## src/rtl/uart_rx_buf_pkg.sv

```systemverilog
// Shared types and default constants for the buffered UART receiver.
// The optional parity stage is enabled by defining UART_RX_PARITY_EN.
package uart_rx_buf_pkg;

    localparam int unsigned DEF_CLKS_PER_BIT = 54;
    localparam int unsigned DEF_FIFO_DEPTH   = 4;
    localparam int unsigned DATA_W           = 8;
    localparam int unsigned BIT_CNT_W        = 3;

    typedef logic [DATA_W-1:0] rx_byte_t;

    typedef enum logic [2:0] {
        ST_IDLE   = 3'd0,
        ST_START  = 3'd1,
        ST_DATA   = 3'd2,
`ifdef UART_RX_PARITY_EN
        ST_PARITY = 3'd3,
`endif
        ST_STOP   = 3'd4
    } rx_state_t;

    // Even parity: the parity bit that makes the total count of ones even.
    function automatic logic even_parity(input rx_byte_t b);
        return ^b;
    endfunction

endpackage

```

## src/rtl/uart_rx_fifo.sv

```systemverilog
// Synchronous byte FIFO with a registered head word, so the oldest entry
// is presented directly from a flop whenever the buffer is non-empty.
module uart_rx_fifo
    import uart_rx_buf_pkg::*;
#(
    parameter int unsigned DEPTH = DEF_FIFO_DEPTH,
    parameter int unsigned WIDTH = DATA_W
) (
    input  logic             clk,
    input  logic             rst,
    input  logic             push,
    input  logic [WIDTH-1:0] push_data,
    input  logic             pop,
    output logic [WIDTH-1:0] head,
    output logic             valid,
    output logic             full
);

    localparam int unsigned PTR_W = $clog2(DEPTH);
    localparam int unsigned CNT_W = PTR_W + 1;

    logic [WIDTH-1:0] mem [DEPTH];
    logic [PTR_W-1:0] wr_ptr;
    logic [PTR_W-1:0] rd_ptr;
    logic [CNT_W-1:0] count;

    logic             rd_en_c;
    logic             wr_en_c;
    logic [PTR_W-1:0] rd_ptr_n_c;
    logic [CNT_W-1:0] count_n_c;

    // A full buffer still accepts a write when the head leaves in the same cycle.
    always_comb begin
        rd_en_c    = pop && (count != '0);
        wr_en_c    = push && (!full || rd_en_c);
        rd_ptr_n_c = rd_ptr + PTR_W'(rd_en_c);
        count_n_c  = count + CNT_W'(wr_en_c) - CNT_W'(rd_en_c);
    end

    always_ff @(posedge clk) begin
        if (wr_en_c) begin
            mem[wr_ptr] <= push_data;
        end
    end

    // Head register looks ahead: bypass the write when it becomes the new head.
    always_ff @(posedge clk or posedge rst) begin
        if (rst) begin
            wr_ptr <= '0;
            rd_ptr <= '0;
            count  <= '0;
            head   <= '0;
            valid  <= 1'b0;
            full   <= 1'b0;
        end else begin
            if (wr_en_c) begin
                wr_ptr <= wr_ptr + PTR_W'(1);
            end
            rd_ptr <= rd_ptr_n_c;
            count  <= count_n_c;
            valid  <= (count_n_c != '0);
            full   <= (count_n_c == CNT_W'(DEPTH));
            if (wr_en_c && (wr_ptr == rd_ptr_n_c)) begin
                head <= push_data;
            end else begin
                head <= mem[rd_ptr_n_c];
            end
        end
    end

endmodule

```

## src/rtl/uart_rx_buf.sv

```systemverilog
// UART receiver (8 data bits, LSB first, 1 stop) feeding a small byte buffer.
// Define UART_RX_PARITY_EN to expect an even parity bit before the stop bit.
module uart_rx_buf
    import uart_rx_buf_pkg::*;
#(
    parameter int unsigned CLKS_PER_BIT = DEF_CLKS_PER_BIT,
    parameter int unsigned FIFO_DEPTH   = DEF_FIFO_DEPTH
) (
    input  logic        clk,
    input  logic        rst,
    input  logic        rx,
    output logic [7:0]  rd_data,
    output logic        rd_valid,
    input  logic        rd_ready,
    output logic        frame_err,
    output logic        overrun,
    output logic        parity_err
);

    localparam int unsigned BAUD_W   = $clog2(CLKS_PER_BIT);
    localparam int unsigned HALF_BIT = CLKS_PER_BIT / 2;
    localparam int unsigned BAUD_MAX = CLKS_PER_BIT - 1;
    localparam int unsigned BIT_LAST = DATA_W - 1;

    logic                 rx_meta;
    logic                 rx_sync;
    logic                 rx_prev;
    rx_state_t            state;
    logic [BAUD_W-1:0]    baud_cnt;
    logic [BIT_CNT_W-1:0] bit_cnt;
    rx_byte_t             shift;
    logic                 fifo_full;

    logic                 baud_done_c;
    logic                 half_done_c;
    logic                 push_c;
    logic                 pop_c;

`ifdef UART_RX_PARITY_EN
    logic                 par_bad;
`endif

    // Two-flop synchronizer plus the stored previous sample for edge detection.
    always_ff @(posedge clk or posedge rst) begin
        if (rst) begin
            rx_meta <= 1'b1;
            rx_sync <= 1'b1;
            rx_prev <= 1'b1;
        end else begin
            rx_meta <= rx;
            rx_sync <= rx_meta;
            rx_prev <= rx_sync;
        end
    end

    always_comb begin
        baud_done_c = (baud_cnt == BAUD_W'(BAUD_MAX));
        half_done_c = (baud_cnt == BAUD_W'(HALF_BIT));
        pop_c       = rd_valid && rd_ready;
        push_c      = (state == ST_STOP) && baud_done_c && rx_sync;
`ifdef UART_RX_PARITY_EN
        if (par_bad) begin
            push_c = 1'b0;
        end
`endif
    end

    // Frame sequencer; error pulses are registered on the stop-bit sample edge.
    always_ff @(posedge clk or posedge rst) begin
        if (rst) begin
            state     <= ST_IDLE;
            baud_cnt  <= '0;
            bit_cnt   <= '0;
            shift     <= '0;
            frame_err <= 1'b0;
            overrun   <= 1'b0;
`ifdef UART_RX_PARITY_EN
            par_bad    <= 1'b0;
            parity_err <= 1'b0;
`endif
        end else begin
            frame_err <= 1'b0;
            overrun   <= push_c && fifo_full && !pop_c;
`ifdef UART_RX_PARITY_EN
            parity_err <= 1'b0;
`endif
            case (state)
                ST_IDLE: begin
                    if (rx_prev && !rx_sync) begin
                        state    <= ST_START;
                        baud_cnt <= '0;
                    end
                end
                ST_START: begin
                    if (half_done_c) begin
                        baud_cnt <= '0;
                        bit_cnt  <= '0;
                        state    <= rx_sync ? ST_IDLE : ST_DATA;
                    end else begin
                        baud_cnt <= baud_cnt + BAUD_W'(1);
                    end
                end
                ST_DATA: begin
                    if (baud_done_c) begin
                        baud_cnt <= '0;
                        shift    <= {rx_sync, shift[DATA_W-1:1]};
                        if (bit_cnt == BIT_CNT_W'(BIT_LAST)) begin
                            bit_cnt <= '0;
`ifdef UART_RX_PARITY_EN
                            state   <= ST_PARITY;
`else
                            state   <= ST_STOP;
`endif
                        end else begin
                            bit_cnt <= bit_cnt + BIT_CNT_W'(1);
                        end
                    end else begin
                        baud_cnt <= baud_cnt + BAUD_W'(1);
                    end
                end
`ifdef UART_RX_PARITY_EN
                ST_PARITY: begin
                    if (baud_done_c) begin
                        baud_cnt <= '0;
                        par_bad  <= (rx_sync != even_parity(shift));
                        state    <= ST_STOP;
                    end else begin
                        baud_cnt <= baud_cnt + BAUD_W'(1);
                    end
                end
`endif
                ST_STOP: begin
                    if (baud_done_c) begin
                        baud_cnt  <= '0;
                        state     <= ST_IDLE;
                        frame_err <= !rx_sync;
`ifdef UART_RX_PARITY_EN
                        parity_err <= par_bad;
                        par_bad    <= 1'b0;
`endif
                    end else begin
                        baud_cnt <= baud_cnt + BAUD_W'(1);
                    end
                end
                default: begin
                    state    <= ST_IDLE;
                    baud_cnt <= '0;
                    bit_cnt  <= '0;
                end
            endcase
        end
    end

`ifndef UART_RX_PARITY_EN
    assign parity_err = 1'b0;
`endif

    uart_rx_fifo #(
        .DEPTH (FIFO_DEPTH),
        .WIDTH (DATA_W)
    ) u_fifo (
        .clk       (clk),
        .rst       (rst),
        .push      (push_c),
        .push_data (shift),
        .pop       (pop_c),
        .head      (rd_data),
        .valid     (rd_valid),
        .full      (fifo_full)
    );

endmodule

```

## config.mk

```make
export PLATFORM = sky130hd
export DESIGN_NAME = uart_rx_buf
export DESIGN_NICKNAME = d
export VERILOG_FILES = /design/src/rtl/uart_rx_buf_pkg.sv /design/src/rtl/uart_rx_fifo.sv /design/src/rtl/uart_rx_buf.sv
export SDC_FILE = /design/constraint.sdc
export NUM_CORES = 1
export LEC_CHECK = 0
export ABC_AREA = 0
export CAP_MARGIN = 10
export CORE_MARGIN = 4
export CORE_UTILIZATION = 30
export CTS_BUF_LIST = sky130_fd_sc_hd__clkbuf_4
export DETAILED_ROUTE_END_ITERATION = 8
export SYNTH_ARGS = -nofsm -noshare
export SYNTH_HDL_FRONTEND = slang
export SYNTH_SLANG_ARGS = --single-unit
```

## constraint.sdc

```tcl
create_clock -name clk -period 3.1 [get_ports clk]
set_clock_uncertainty 0.15 [all_clocks]
set_input_delay 0.465 -clock clk [delete_from_list [all_inputs] [get_ports clk]]
set_output_delay 0.465 -clock clk [all_outputs]
set_load 0.05 [all_outputs]
```

## Word level (Yosys, flattened, before mapping)

Memory sizes are Yosys's and may differ from the RTL's. A register that Yosys moved wholly into a read port is not among the register bits.
Cells that the tools add are included.

- Input bits: 4
- Memories: 1
- Logic and storage cells: 73
- RAM bits: 32
- Output and inout bits: 12
- Register bits: 34

Memories:

| name | words | width | rd ports | clocked after memory_dff | write ports | line | RTL |
|---|---|---|---|---|---|---|---|
| u_fifo.mem | 4 | 8 | 1 | 1 | 1 | uart_rx_fifo.sv:22 | `logic [WIDTH-1:0] mem [DEPTH];` |

- Equality and inequality tests: 12
- $add $sub $neg: 6
- Mux-type cells: 19
- Reductions and logical operators: 20
- Bitwise gates (word level): 1

Operators with widths:

| kind | count |
|---|---|
| 3-bit 2-to-1 mux | 8 |
| 6-bit 2-to-1 mux | 3 |
| 6-bit one-hot mux with 3 select lines | 1 |
| 3-bit one-hot mux with 4 select lines | 1 |
| 2-bit inequality test (second input constant) | 5 |
| 3-bit == test (second input constant) | 3 |
| 3-bit one-hot mux with 3 select lines | 1 |
| 1-bit logical AND | 8 |
| 6-bit by 1-bit adder with 6-bit output (second input constant) | 1 |
| 6-bit by 5-bit == test with 1-bit output (second input constant) | 1 |
| 6-bit == test (second input constant) | 1 |
| 3-bit nonzero test | 2 |
| 5-bit AND reduction | 1 |
| 1-bit 2-to-1 mux | 4 |
| 2-bit OR reduction | 2 |
| 3-bit by 1-bit adder with 3-bit output | 1 |
| 3-bit by 1-bit adder with 3-bit output (second input constant) | 1 |
| 3-bit by 1-bit == test with 1-bit output (second input constant) | 1 |
| 3-bit by 2-bit == test with 1-bit output (second input constant) | 1 |
| 1-bit zero test | 3 |
| 3-bit zero test | 1 |
| 3-bit AND reduction | 1 |
| 3-bit by 1-bit subtractor with 3-bit output | 1 |
| 2-bit by 1-bit adder with 2-bit output | 1 |
| other kinds (5) | 5 |

## Depth between registers and ports, before layout

- Depth after elaboration: 7
- Depth in mapped cells: 11
- Gate-level depth less buffers: 11

## By module

From an unflattened synthesis, not the netlist that was laid out.

- Cell total of the unflattened synthesis: 208
- Area total of the unflattened synthesis: 3205.6 um^2

Modules (own cells, without submodules):

| module | area an instance (um^2) | cells an instance | seq. area each (um^2) | instances |
|---|---|---|---|---|
| uart_rx_fifo | 1971.9 | 100 | 1386.3 | 1 |
| uart_rx_buf | 1233.7 | 108 | 629.4 | 1 |

## Worst setup path after synthesis

Ideal clock, no wire load.

- Kind: register -> register
- Start point: register baud_cnt[0]
- End point: register u_fifo.valid
- Path buffers: 0
- Stages on the path, launching flop included: 11
- Setup slack: 0.400 ns
- Setup time: 0.131 ns
- Clock period less this slack: 2.700 ns
- Required time: 2.819 ns
- Data arrival time: 2.418 ns
- Path through: dfrtp_1 -> ha_1 -> and4b_1 -> nand2_1 -> and4bb_2 -> ha_1 -> fa_1 -> xnor2_1 -> xnor2_1 -> inv_1 -> or3_1

- Cells in the longest elaborated chain, start to end: 7

RTL lines:

| what | line | RTL |
|---|---|---|
| start, declared | uart_rx_buf.sv:29 | `logic [BAUD_W-1:0] baud_cnt;` |
| start signal, assigned | uart_rx_buf.sv:100 | `baud_cnt <= baud_cnt + BAUD_W'(1);` |
| start signal, assigned | uart_rx_buf.sv:118 | `baud_cnt <= baud_cnt + BAUD_W'(1);` |
| start signal, assigned | uart_rx_buf.sv:142 | `baud_cnt <= baud_cnt + BAUD_W'(1);` |
| 6-bit == test | uart_rx_buf.sv:57 | `baud_done_c = (baud_cnt == BAUD_W'(BAUD_MAX));` |
| 1-bit logical AND (2 in series) | uart_rx_buf.sv:60 | `push_c = (state == ST_STOP) && baud_done_c && rx_sync;` |
| 1-bit logical AND | uart_rx_fifo.sv:35 | `wr_en_c = push && (!full \|\| rd_en_c);` |
| via u_fifo.wr_en_c | uart_rx_fifo.sv:28 | `logic wr_en_c;` |
| 3-bit by 1-bit adder with 3-bit output | uart_rx_fifo.sv:37 | `count_n_c = count + CNT_W'(wr_en_c) - CNT_W'(rd_en_c);` |
| 3-bit by 1-bit subtractor with 3-bit output | uart_rx_fifo.sv:37 |  |
| via u_fifo.count_n_c[2] | uart_rx_fifo.sv:30 | `logic [CNT_W-1:0] count_n_c;` |
| 3-bit nonzero test | uart_rx_fifo.sv:61 | `valid <= (count_n_c != '0);` |
| end signal, assigned | uart_rx_fifo.sv:61 |  |
| end, declared | uart_rx_fifo.sv:15 | `output logic valid,` |

The timed path passes the listed nets, and every way through them passes these cells.
A chain may end at the register's enable or synchronous reset.

## Worst setup path in the final report

Same ends and word-level chain as after synthesis.

==> run summary <==
status - complete, no violations
total grt overflow - 0
post-synth top area share - 30.6%
Die H - 111 um
die extent in x - 111 um
Hold Worst Slack - 218 ps
Syn Area/Cell - 15.6 um^2
Async S/R FF share, synth - 56.8%
Synth Cell Area - 3190 um^2
Worst EP arrival - 3020 ps
setup ws final - 229 ps
Num Clock Sinks - 74
worst-path cell chain - ha_1 -> and4b_1 -> nand2_1 -> and4bb_2 -> ha_1 -> fa_1 -> xnor2_1 -> xnor2_1 -> inv_1 -> or3_1
Gate Count Post-Synth - 205
number of fill cells - 965
core area - 10300 um^2
Max-cap violations - 0
FP Rows - 37
die area - 12300 um^2
Worst Hold Class - reg -> reg
critical path class - reg -> reg
share of cells above drive strength 1 - 22.0%
antenna-violating nets left - 0
final estimated routing congestion in global placement - 0.792
Crit Path Max Fanout - 5
residual DRC count - 0
Critical Path Sink Type - flip-flop
fin crit share - 92.6%
warning count from the yosys run - 0
largest net degree at the start of global routing - 43
dpl hpwl - 3.58 mm
vias in the first global route - 1797
Longest Clk Path Bufs - 2
clk slew on worst S/H paths - 120 ps
setup repair bufs after CTS - 0
setup TNS - 0 ps
Iteration-0 DRC Markers - 128
drt total wl - 5.51 mm
Initial Util - 30.9%
CTS tree - done
DR vias - 1720
top-count cell post-synth - dfrtp_1
slowest cell delay on critical path - 440 ps
Crit path max-delay family - simple AND/OR/NAND/NOR gates
WP buf/inv - 1
Placement Setup Slack - 79.0 ps
final hold violations - 0
Main synth FF type - dfrtp_1
static leakage - 1.56 nW
Finished Layout Cells - 373
Final nets - 247
Crit path required time - 3250 ps
Net Count, Synth - 221
gr usage total - 9.91%
# placed instances - 356
Critical Path Source Type - flip-flop
Post-synth top cells - dfrtp_1 (39), edfxtp_1 (32), mux2_2 (19)
Slew Viols, Final - 0
Resize count post-CTS - 0
Avg WL per Cell - 14.8 um
Ports - 16
clock root buffer - clkbuf_4
CTS buffer count - 9
worst slew pin tran - 904 ps
H-tree level count - 3
Max Fclk - 348 MHz
DR vias/cell - 4.61
global-route wire length before repair - 9.52 mm
Yosys reg bits - 74
final number of setup-violating endpoints - 0
initial antenna violation count - 1
Period minus WS final - 2870 ps
area grow syn2layout - 15.1%
worst vdd rail ir drop - 255 uV
CP max-delay cell - dfrtp_1
Pre-antenna DRT Iters - 6
number of synthesized flops with an enable pin - 32
Synth cell types - 48
RSZ-0062 raised after global routing - no
Final Power - 0.00242 W
sequential-to-total area share from yosys stat - 63.2%
dominant cell type by area after synthesis - dfrtp_1
Worst-Skew Late Latency - 420 ps
I/O Buffers - 14
Slew headroom - 39.6%
Power per Cell Area - 660 nW/um^2
hold buffers post-CTS - 0
top post-synthesis cells by area - dfrtp_1 (31%), edfxtp_1 (30%), mux2_2 (6.7%)
logic make-up (layout without fill, tap and decap cells):
logic type / Yosys count / count (layout) / share of synthesized area [%]
xor+xnor: 7 / 7 / 2.51
fa+ha+maj: 12 / 12 / 4.95
other cells: 1 / 2 / 0.118
flops: 74 / 74 / 63.2
simple gates: 48 / 48 / 8.83
buf+inv: 16 / 47 / 2.04
compound gates: 20 / 20 / 5.02
mux: 27 / 27 / 13.3
sequential cells by signal (all words and copies together) (netlist names):
| signal | count |
|---|---|
| u_fifo.mem | 32 |
| shift | 8 |
| u_fifo.head | 8 |
| baud_cnt | 6 |
| bit_cnt | 3 |
| state | 3 |
| u_fifo.count | 3 |
| u_fifo.rd_ptr | 2 |
| u_fifo.wr_ptr | 2 |
| frame_err | 1 |
| overrun | 1 |
| rx_meta | 1 |
| rx_prev | 1 |
| rx_sync | 1 |
| u_fifo.full | 1 |
| u_fifo.valid | 1 |
cells in the final DEF, fill, tap and decap left out, drive strengths merged, types with 6 or more instances in the layout:
cell           netlist  final
mux2                19     19
dfrtp               39     39
ha                  11     11
nor2                10     10
edfxtp              32     32
nand2                7      7
buf                  3      6
inv                 11     12
nor3                 6      6
mux4                 8      8
clkdlybuf4s50        0     14
clkbuf               2     10
metrics by stage:
stage          area, um^2  utilization, %
2_1_floorplan        3190               -
3_5_place_dp         3530            34.2
4_1_cts              3670            35.5
3_3_place_gp         3530            34.2
6_report             3670            35.5
5_1_grt              3670            35.5
path summary, 6_finish.rpt:
kind / start / cells after the start / slack [ps] / to
worst min-delay path: rx_meta / 0 / 220 / rx_sync
worst max register to register: baud_cnt[0] / 10 / 230 / u_fifo.valid
worst min register to register: rx_meta / 0 / 220 / rx_sync
worst max-delay path: baud_cnt[0] / 10 / 230 / u_fifo.valid
max in group asynchronous: rst / 2 / 1830 / shift[7]
min in group asynchronous: rst / 2 / 390 / shift[0]
metal layers:
layer,global-route usage [%],part of all wire (%)
met5,0,0
met2,14.9,48
met4,4.87,2.5
met3,2.67,2.8
met1,13.2,46
power breakdown:
| part | total (W) | switching [W] | internal (W) | leakage (nW) |
|---|---|---|---|---|
| clock | 0.000609 | 0.000352 | 0.000257 | 0.0768 |
| sequential | 0.00117 | 0.0000723 | 0.00110 | 0.906 |
| combinational | 0.000644 | 0.000354 | 0.000290 | 0.582 |
final cells by class:
| class | instances | area [um^2] | area share [%] |
|---|---|---|---|
| antenna | 1 | 2.50 | 0.0682 |
| clock buffer | 10 | 75.1 | 2.05 |
| clock inverter | 6 | 65.1 | 1.77 |
| inverter | 11 | 41.3 | 1.13 |
| multi-input combinational | 115 | 1110 | 30.4 |
| sequential | 74 | 2020 | 54.9 |
| tap | 136 | 170 | 4.64 |
| timing repair buffer | 20 | 185 | 5.05 |
Power figures use the tool's default switching activity.
